File: src/rtl/dmem_copy_engine_if.sv
// Bus bundle for dmem_copy_engine: request/status lines plus the data-memory port.
// The checksum line exists only when DMA_CHECKSUM_EN is defined.
interface dmem_copy_engine_if #(
    parameter int dataWidth = 32,
    parameter int lenWidth  = 6
);
    logic                 start;
    logic [dataWidth-1:0] srcAdrs;
    logic [dataWidth-1:0] dstAdrs;
    logic [lenWidth-1:0]  len;
    logic                 busy;
    logic                 done;
    logic                 err;
    logic                 memWE;
    logic [dataWidth-1:0] memAdrs;
    logic [dataWidth-1:0] memWD;
    logic [dataWidth-1:0] memRData;
    logic [1:0]           dbgState;
`ifdef DMA_CHECKSUM_EN
    logic [dataWidth-1:0] checksum;
`endif

    modport master (
        input  start, srcAdrs, dstAdrs, len, memRData,
        output busy, done, err, memWE, memAdrs, memWD, dbgState
`ifdef DMA_CHECKSUM_EN
        , output checksum
`endif
    );

    modport slave (
        output start, srcAdrs, dstAdrs, len, memRData,
        input  busy, done, err, memWE, memAdrs, memWD, dbgState
`ifdef DMA_CHECKSUM_EN
        , input checksum
`endif
    );
endinterface

File: src/rtl/dmem_copy_engine.sv
// Block-copy bus master: reads len words from srcAdrs and writes them ascending to dstAdrs.
// Optional running checksum of copied words when DMA_CHECKSUM_EN is defined.
module dmem_copy_engine #(
    parameter int dataWidth = 32,
    parameter int memDepth  = 48,
    parameter int lenWidth  = 6
) (
    input  logic                  CLK,
    input  logic                  RST_N,
    dmem_copy_engine_if.master    bus
);
    // Handshake: start is a one-cycle request honoured only in IDLE (never queued);
    // done is a one-cycle completion pulse, and busy marks ownership of the memory port.
    localparam int AW = dataWidth + 1;

    typedef enum logic [1:0] {
        S_IDLE  = 2'd0,
        S_READ  = 2'd1,
        S_WRITE = 2'd2,
        S_DONE  = 2'd3
    } state_t;

    state_t               r_state, w_next;
    logic [dataWidth-1:0] r_src, r_dst, r_buf, r_adrs_hold;
    logic [lenWidth-1:0]  r_len, r_cnt;
    logic                 r_err;
    logic [AW-1:0]        w_src_end, w_dst_end;
    logic                 w_range_bad, w_last, w_accept;
    logic [dataWidth-1:0] w_adrs;

    // One extra bit so address + len can never wrap past the range check.
    assign w_src_end   = {1'b0, bus.srcAdrs} + AW'(bus.len);
    assign w_dst_end   = {1'b0, bus.dstAdrs} + AW'(bus.len);
    assign w_range_bad = (w_src_end > AW'(memDepth)) || (w_dst_end > AW'(memDepth));
    assign w_last      = ({1'b0, r_cnt} + (lenWidth+1)'(1)) == {1'b0, r_len};

    always_ff @(posedge CLK or negedge RST_N) begin
        if (!RST_N) r_state <= S_IDLE;
        else        r_state <= w_next;
    end

    always_comb begin
        w_next    = r_state;
        w_accept  = 1'b0;
        w_adrs    = r_adrs_hold;
        bus.busy  = 1'b0;
        bus.done  = 1'b0;
        bus.memWE = 1'b0;
        case (r_state)
            S_IDLE: begin
                if (bus.start) begin
                    w_accept = 1'b1;
                    if (bus.len == '0 || w_range_bad) w_next = S_DONE;
                    else                              w_next = S_READ;
                end
            end
            S_READ: begin
                bus.busy = 1'b1;
                w_adrs   = r_src + dataWidth'(r_cnt);
                w_next   = S_WRITE;
            end
            S_WRITE: begin
                bus.busy  = 1'b1;
                bus.memWE = 1'b1;
                w_adrs    = r_dst + dataWidth'(r_cnt);
                w_next    = w_last ? S_DONE : S_READ;
            end
            S_DONE: begin
                bus.done = 1'b1;
                w_next   = S_IDLE;
            end
            default: w_next = S_IDLE;
        endcase
    end

`ifdef DMA_CHECKSUM_EN
    logic [dataWidth-1:0] r_sum;
    assign bus.checksum = r_sum;
`endif

    always_ff @(posedge CLK or negedge RST_N) begin
        if (!RST_N) begin
            r_src       <= '0;
            r_dst       <= '0;
            r_len       <= '0;
            r_cnt       <= '0;
            r_buf       <= '0;
            r_adrs_hold <= '0;
            r_err       <= 1'b0;
`ifdef DMA_CHECKSUM_EN
            r_sum       <= '0;
`endif
        end else begin
            case (r_state)
                S_IDLE: begin
                    if (w_accept) begin
                        r_src <= bus.srcAdrs;
                        r_dst <= bus.dstAdrs;
                        r_len <= bus.len;
                        r_cnt <= '0;
                        // A zero-length request is a clean no-op even if the base is out of range.
                        r_err <= (bus.len != '0) && w_range_bad;
`ifdef DMA_CHECKSUM_EN
                        r_sum <= '0;
`endif
                    end
                end
                S_READ: begin
                    r_buf       <= bus.memRData;
                    r_adrs_hold <= w_adrs;
                end
                S_WRITE: begin
                    r_cnt       <= r_cnt + 1'b1;
                    r_adrs_hold <= w_adrs;
`ifdef DMA_CHECKSUM_EN
                    r_sum       <= r_sum + r_buf;
`endif
                end
                default: ;
            endcase
        end
    end

    assign bus.memAdrs  = w_adrs;
    assign bus.memWD    = r_buf;
    assign bus.err      = r_err;
    assign bus.dbgState = r_state;
endmodule

File: src/flat_wrapper.sv
// flat-port wrapper written by rule: the top's interface ports become plain ports
module dmem_copy_engine_flat 
#(
    parameter int dataWidth = 32,
    parameter int memDepth  = 48,
    parameter int lenWidth  = 6
)
  (CLK, RST_N, bus_start, bus_srcAdrs, bus_dstAdrs, bus_len, bus_memRData, bus_busy, bus_done, bus_err, bus_memWE, bus_memAdrs, bus_memWD, bus_dbgState);
  dmem_copy_engine_if #(.dataWidth(dataWidth), .lenWidth(lenWidth)) bus_i ();
  input  logic CLK;
  input  logic RST_N;
  input wire logic [$bits(bus_i.start)-1:0] bus_start;
  input wire logic [$bits(bus_i.srcAdrs)-1:0] bus_srcAdrs;
  input wire logic [$bits(bus_i.dstAdrs)-1:0] bus_dstAdrs;
  input wire logic [$bits(bus_i.len)-1:0] bus_len;
  input wire logic [$bits(bus_i.memRData)-1:0] bus_memRData;
  output wire logic [$bits(bus_i.busy)-1:0] bus_busy;
  output wire logic [$bits(bus_i.done)-1:0] bus_done;
  output wire logic [$bits(bus_i.err)-1:0] bus_err;
  output wire logic [$bits(bus_i.memWE)-1:0] bus_memWE;
  output wire logic [$bits(bus_i.memAdrs)-1:0] bus_memAdrs;
  output wire logic [$bits(bus_i.memWD)-1:0] bus_memWD;
  output wire logic [$bits(bus_i.dbgState)-1:0] bus_dbgState;
  assign bus_i.start = bus_start;
  assign bus_i.srcAdrs = bus_srcAdrs;
  assign bus_i.dstAdrs = bus_dstAdrs;
  assign bus_i.len = bus_len;
  assign bus_i.memRData = bus_memRData;
  assign bus_busy = bus_i.busy;
  assign bus_done = bus_i.done;
  assign bus_err = bus_i.err;
  assign bus_memWE = bus_i.memWE;
  assign bus_memAdrs = bus_i.memAdrs;
  assign bus_memWD = bus_i.memWD;
  assign bus_dbgState = bus_i.dbgState;
  dmem_copy_engine #(.dataWidth(dataWidth), .memDepth(memDepth), .lenWidth(lenWidth)) u_core (.CLK(CLK), .RST_N(RST_N), .bus(bus_i));
endmodule
File: config.mk
export PLATFORM = sky130hd
export DESIGN_NAME = dmem_copy_engine_flat
export DESIGN_NICKNAME = d
export VERILOG_FILES = /design/src/rtl/dmem_copy_engine_if.sv /design/src/rtl/dmem_copy_engine.sv /design/src/flat_wrapper.sv
export SDC_FILE = /design/constraint.sdc
export NUM_CORES = 1
export LEC_CHECK = 0
export ABC_AREA = 1
export CORE_MARGIN = 2
export CORE_UTILIZATION = 49
export CTS_CLUSTER_SIZE = 8
export DETAILED_ROUTE_END_ITERATION = 10
export HOLD_SLACK_MARGIN = 0.1
export PLACE_DENSITY = 0.78
export SETUP_SLACK_MARGIN = 0.4
export SYNTH_ARGS = -nofsm -noshare
export SYNTH_HDL_FRONTEND = slang
export SYNTH_SLANG_ARGS = --single-unit
File: constraint.sdc
create_clock -name CLK -period 4.1 [get_ports CLK]
set_clock_uncertainty 0.05 [all_clocks]
set_input_delay 1.23 -clock CLK [delete_from_list [all_inputs] [get_ports CLK]]
set_output_delay 1.23 -clock CLK [all_outputs]
set_load 0.01 [all_outputs]
==> reports/metrics.cfg <==
[critical_path]
crit_path_end_kind = primary output
critical_path_class = reg2out
category_of_the_worst_setup_path_launch_point = register
crit_path_max_fanout = 4
critPathArrivalTime_ns = 3.62
required_ns = 2.82

[cts]
cts-buffers-inserted = 17
insertion_delay_ns = 0.43
cts.sinks = 143
cts.clk_slew.worst_paths_ns = 0.06
clock-root-buffer = sky130_fd_sc_hd__clkbuf_16
cts.htree.levels = 4
deepest_clock_path_buffer_count = 2
cts_hold_buf = 0
tritoncts_clock_tree = yes

[sta]
rsz0062_at_grt = true
period_minus_slack_ns = 4.90
final-hold-violation-count = 0
drv_slew = 0
fmaxAchievable_mhz = 204
timing.final.crit_share = 1.19
timing.max_slew.rel_slack = 0.417
setup_viol_count_final = 31
timing.final.ws_setup_ns = -0.796
worst_pin_slew_ns = 0.866

[pwr]
powerDensity_mw_per_mm2 = 756
total_power_uw = 11500
max-vdd-ir-drop_mv = 0.455
cellLeakagePower_uw = 0.00781

[grt]
number_of_global_route_vias_before_repair = 11523
globalRouteMet3Util = 0.0477
grt_antenna_before_repair = 0
grt_max_degree = 119
total_gr_overflow = 0
busiest_grt_layer = met2
global_route.usage.met1 = 0.455
globalRouteTotalUtil = 0.370
globalRouteMet2Util = 0.637
grt_pass1_wl_mm = 59.4

[place]
finalWeightedCongestion = 0.996
postPlaceCellArea_mm2 = 0.0132
port_buffers = 174
dpl.hpwl_mm = 26.0

[route]
vias_per_cell = 5.70
first_pass_iters = 10
drcViolationCount = 0
avgRoutedWirePerCell_um = 20.1
dr_total_vias = 12415
detailedRoute.firstIterationViolations = 1303
route.antenna.remaining_nets = 0
drt_wl_total_mm = 43.8

[min_path]
timing.hold.worst.class = reg2reg

[status]
failed_checks = setup timing
outcome = finished with violations

[logic_synthesis]
post_synth_main_area_contributors = sky130_fd_sc_hd__dfrtp_1 37%, sky130_fd_sc_hd__nand2_1 23%, sky130_fd_sc_hd__inv_1 6.2%
synth.yosys.warnings = 0
synth_sequential_area_ratio = 0.370
ys_types = 42
postSynthRegisterBits = 143
post-synth-top-area-fraction = 0.370
mappedNetlistNets = 1599
synthesis.area_per_instance_um2 = 6.59
synthesis.instances = 1468
mappedNetlistArea_mm2 = 0.00967
post-synth-top-area-cell = sky130_fd_sc_hd__dfrtp_1

[floorplanning]
io_pins = 175
design.die.area_mm2 = 0.0209
row_count = 51
chipWidth_um = 144
initial_utilization = 0.499
die_height_um = 144
fp.coreArea_mm2 = 0.0194

[layout]
design_area_mm2 = 0.0153
postLayoutCoreUtil = 0.787
antennaDiodeCount = 0
nets = 2030
ratio_of_cells_with_drive_above_1_in_the_final_layout = 0.280
final.fill_count = 1262
area_delta_synth_final_pct = 57.9

[run]
max_cap_violations = 0

## sequential cells by signal (all words and copies together) (netlist names)
| register | cells |
|---|---|
| u_core.r_dst | 32 |
| u_core.r_len | 6 |
| u_core.r_cnt | 6 |
| u_core.r_src | 32 |
| u_core.bus.memWD | 32 |
| u_core.bus.err | 1 |
| u_core.bus.dbgState | 2 |
| u_core.r_adrs_hold | 32 |
## power breakdown
| group | switching [uW] | internal [uW] |
|---|---|---|
| clock | 659 | 969 |
| combinational | 4130 | 3220 |
| sequential | 462 | 2100 |
| total | 5260 | 6290 |
## final cells by class
type	count	area, um^2	area share
clock buffers	18	429	0.0281
clock inverters	14	178	0.0116
inverters	172	653	0.0428
multi-input cells	1117	6130	0.401
flip-flops and latches	143	3580	0.234
well taps	265	332	0.0217
repair buffers	448	3970	0.260
## cells in the mapped netlist, drive strengths merged
master  number
nor3        22
inv        171
nand4       39
o21bai       1
nand3       94
and2         2
a22oi        1
nand2      592
ha          23
o22ai        5
nor4         5
or2          7
fa           3
dfrtp      143
o31ai        5
a31oi       10
xnor2        5
nand3b       5
a21oi       16
buf          8
o21ai       97
clkinv       1
clkbuf      28
o311ai       1
mux2i        8
nor2       147
xor2        29
## metrics by stage
stage	hold WS, ns	setup TNS (ns)	std cells	setup slack (ns)
2_1_floorplan	0.387	-0.112	1468	-0.100
3_3_place_gp	0.400	-4.45	2061	-0.384
3_5_place_dp	0.408	-6.27	2061	-0.470
4_1_cts	0.423	-6.43	2154	-0.406
5_1_grt	0.442	-18.06	2177	-1.04
6_report	0.419	-14.49	2177	-0.796
## final timing paths
| check | startpoint | to | slack [ns] | depth (start not counted) |
|---|---|---|---|---|
| max in group asynchronous | RST_N | u_core.r_adrs_hold[14] | 2.48 | 2 |
| min in group asynchronous | RST_N | u_core.bus.err | 0.69 | 1 |
| max reg2reg | u_core.bus.dbgState[0] | u_core.r_adrs_hold[28] | -0.56 | 36 |
| max | u_core.bus.dbgState[0] | bus_memAdrs[28] | -0.80 | 23 |
| min | u_core.bus.memWD[26] | u_core.bus.memWD[26] | 0.42 | 2 |
| min reg2reg | u_core.bus.memWD[26] | u_core.bus.memWD[26] | 0.42 | 2 |
## critical path: stages, from the launching register on
cell	delay, ns
sky130_fd_sc_hd__dfrtp_1	0.39
sky130_fd_sc_hd__inv_2	0.09
sky130_fd_sc_hd__ha_4	0.18
sky130_fd_sc_hd__buf_4	0.14
sky130_fd_sc_hd__nand2_2	0.08
sky130_fd_sc_hd__nand2_4	0.11
sky130_fd_sc_hd__fa_2	0.24
sky130_fd_sc_hd__nand2_2	0.09
sky130_fd_sc_hd__nand2_2	0.09
sky130_fd_sc_hd__nand2_2	0.06
sky130_fd_sc_hd__nand2_2	0.08
sky130_fd_sc_hd__nand2_2	0.10
sky130_fd_sc_hd__nand2_2	0.10
sky130_fd_sc_hd__a21oi_4	0.07
sky130_fd_sc_hd__nor2_2	0.14
sky130_fd_sc_hd__nand2_2	0.12
sky130_fd_sc_hd__nor2_4	0.17
sky130_fd_sc_hd__nand2_4	0.10
sky130_fd_sc_hd__nor3_4	0.23
sky130_fd_sc_hd__xnor2_1	0.16
sky130_fd_sc_hd__nand2_1	0.11
sky130_fd_sc_hd__buf_4	0.15
sky130_fd_sc_hd__nand2_2	0.08
sky130_fd_sc_hd__buf_6	0.12
## kinds of logic after synthesis
kind of cell	after synthesis	synth area share
AO/OA/AOI/OAI	136	0.0774
multiplexers	8	0.00828
XOR/XNOR	34	0.0308
adder cells (fa/ha/maj)	26	0.0360
flip-flops	143	0.370
buffers and inverters	208	0.0849
AND/OR/NAND/NOR	913	0.393
## what timing repair did
action,CTS,global route
buffers inserted,60,23
resized for setup,245,126
gates cloned,1,0
pin swaps,55,59
endpoints found under the setup margin,34,36
## metal layers
layer  wire length, um  vias up  part of all wire
met4              3170        0             0.072
met1             16000     5717              0.37
met3              4020      284             0.092
met5                 0        -                 0
li1                  -     5525                 -
met2             20600      889              0.47
## cells in the final DEF, fill, tap and decap left out, types with 6 or more instances in the layout
cell type and count:
sky130_fd_sc_hd__nand3_1 80, sky130_fd_sc_hd__buf_4 229, sky130_fd_sc_hd__inv_2 15, sky130_fd_sc_hd__nor2_4 10, sky130_fd_sc_hd__a31oi_1 7, sky130_fd_sc_hd__inv_1 153
sky130_fd_sc_hd__xor2_1 24, sky130_fd_sc_hd__a21oi_1 10, sky130_fd_sc_hd__nand2_2 50, sky130_fd_sc_hd__nand2_4 10, sky130_fd_sc_hd__nor2_1 113, sky130_fd_sc_hd__buf_6 50
sky130_fd_sc_hd__or2_2 7, sky130_fd_sc_hd__o21ai_0 75, sky130_fd_sc_hd__clkdlybuf4s50_1 124, sky130_fd_sc_hd__buf_12 6, sky130_fd_sc_hd__mux2i_1 7, sky130_fd_sc_hd__nor3_1 17
sky130_fd_sc_hd__buf_2 18, sky130_fd_sc_hd__dfrtp_1 143, sky130_fd_sc_hd__dlymetal6s2s_1 10, sky130_fd_sc_hd__o21ai_2 16, sky130_fd_sc_hd__nand2_1 532, sky130_fd_sc_hd__nand3_2 12
sky130_fd_sc_hd__nor2_2 23, sky130_fd_sc_hd__nand4_1 39, sky130_fd_sc_hd__clkbuf_16 17, sky130_fd_sc_hd__ha_4 15, sky130_fd_sc_hd__dlygate4sd2_1 8
Note: power is estimated with default switching activity, not from simulation.
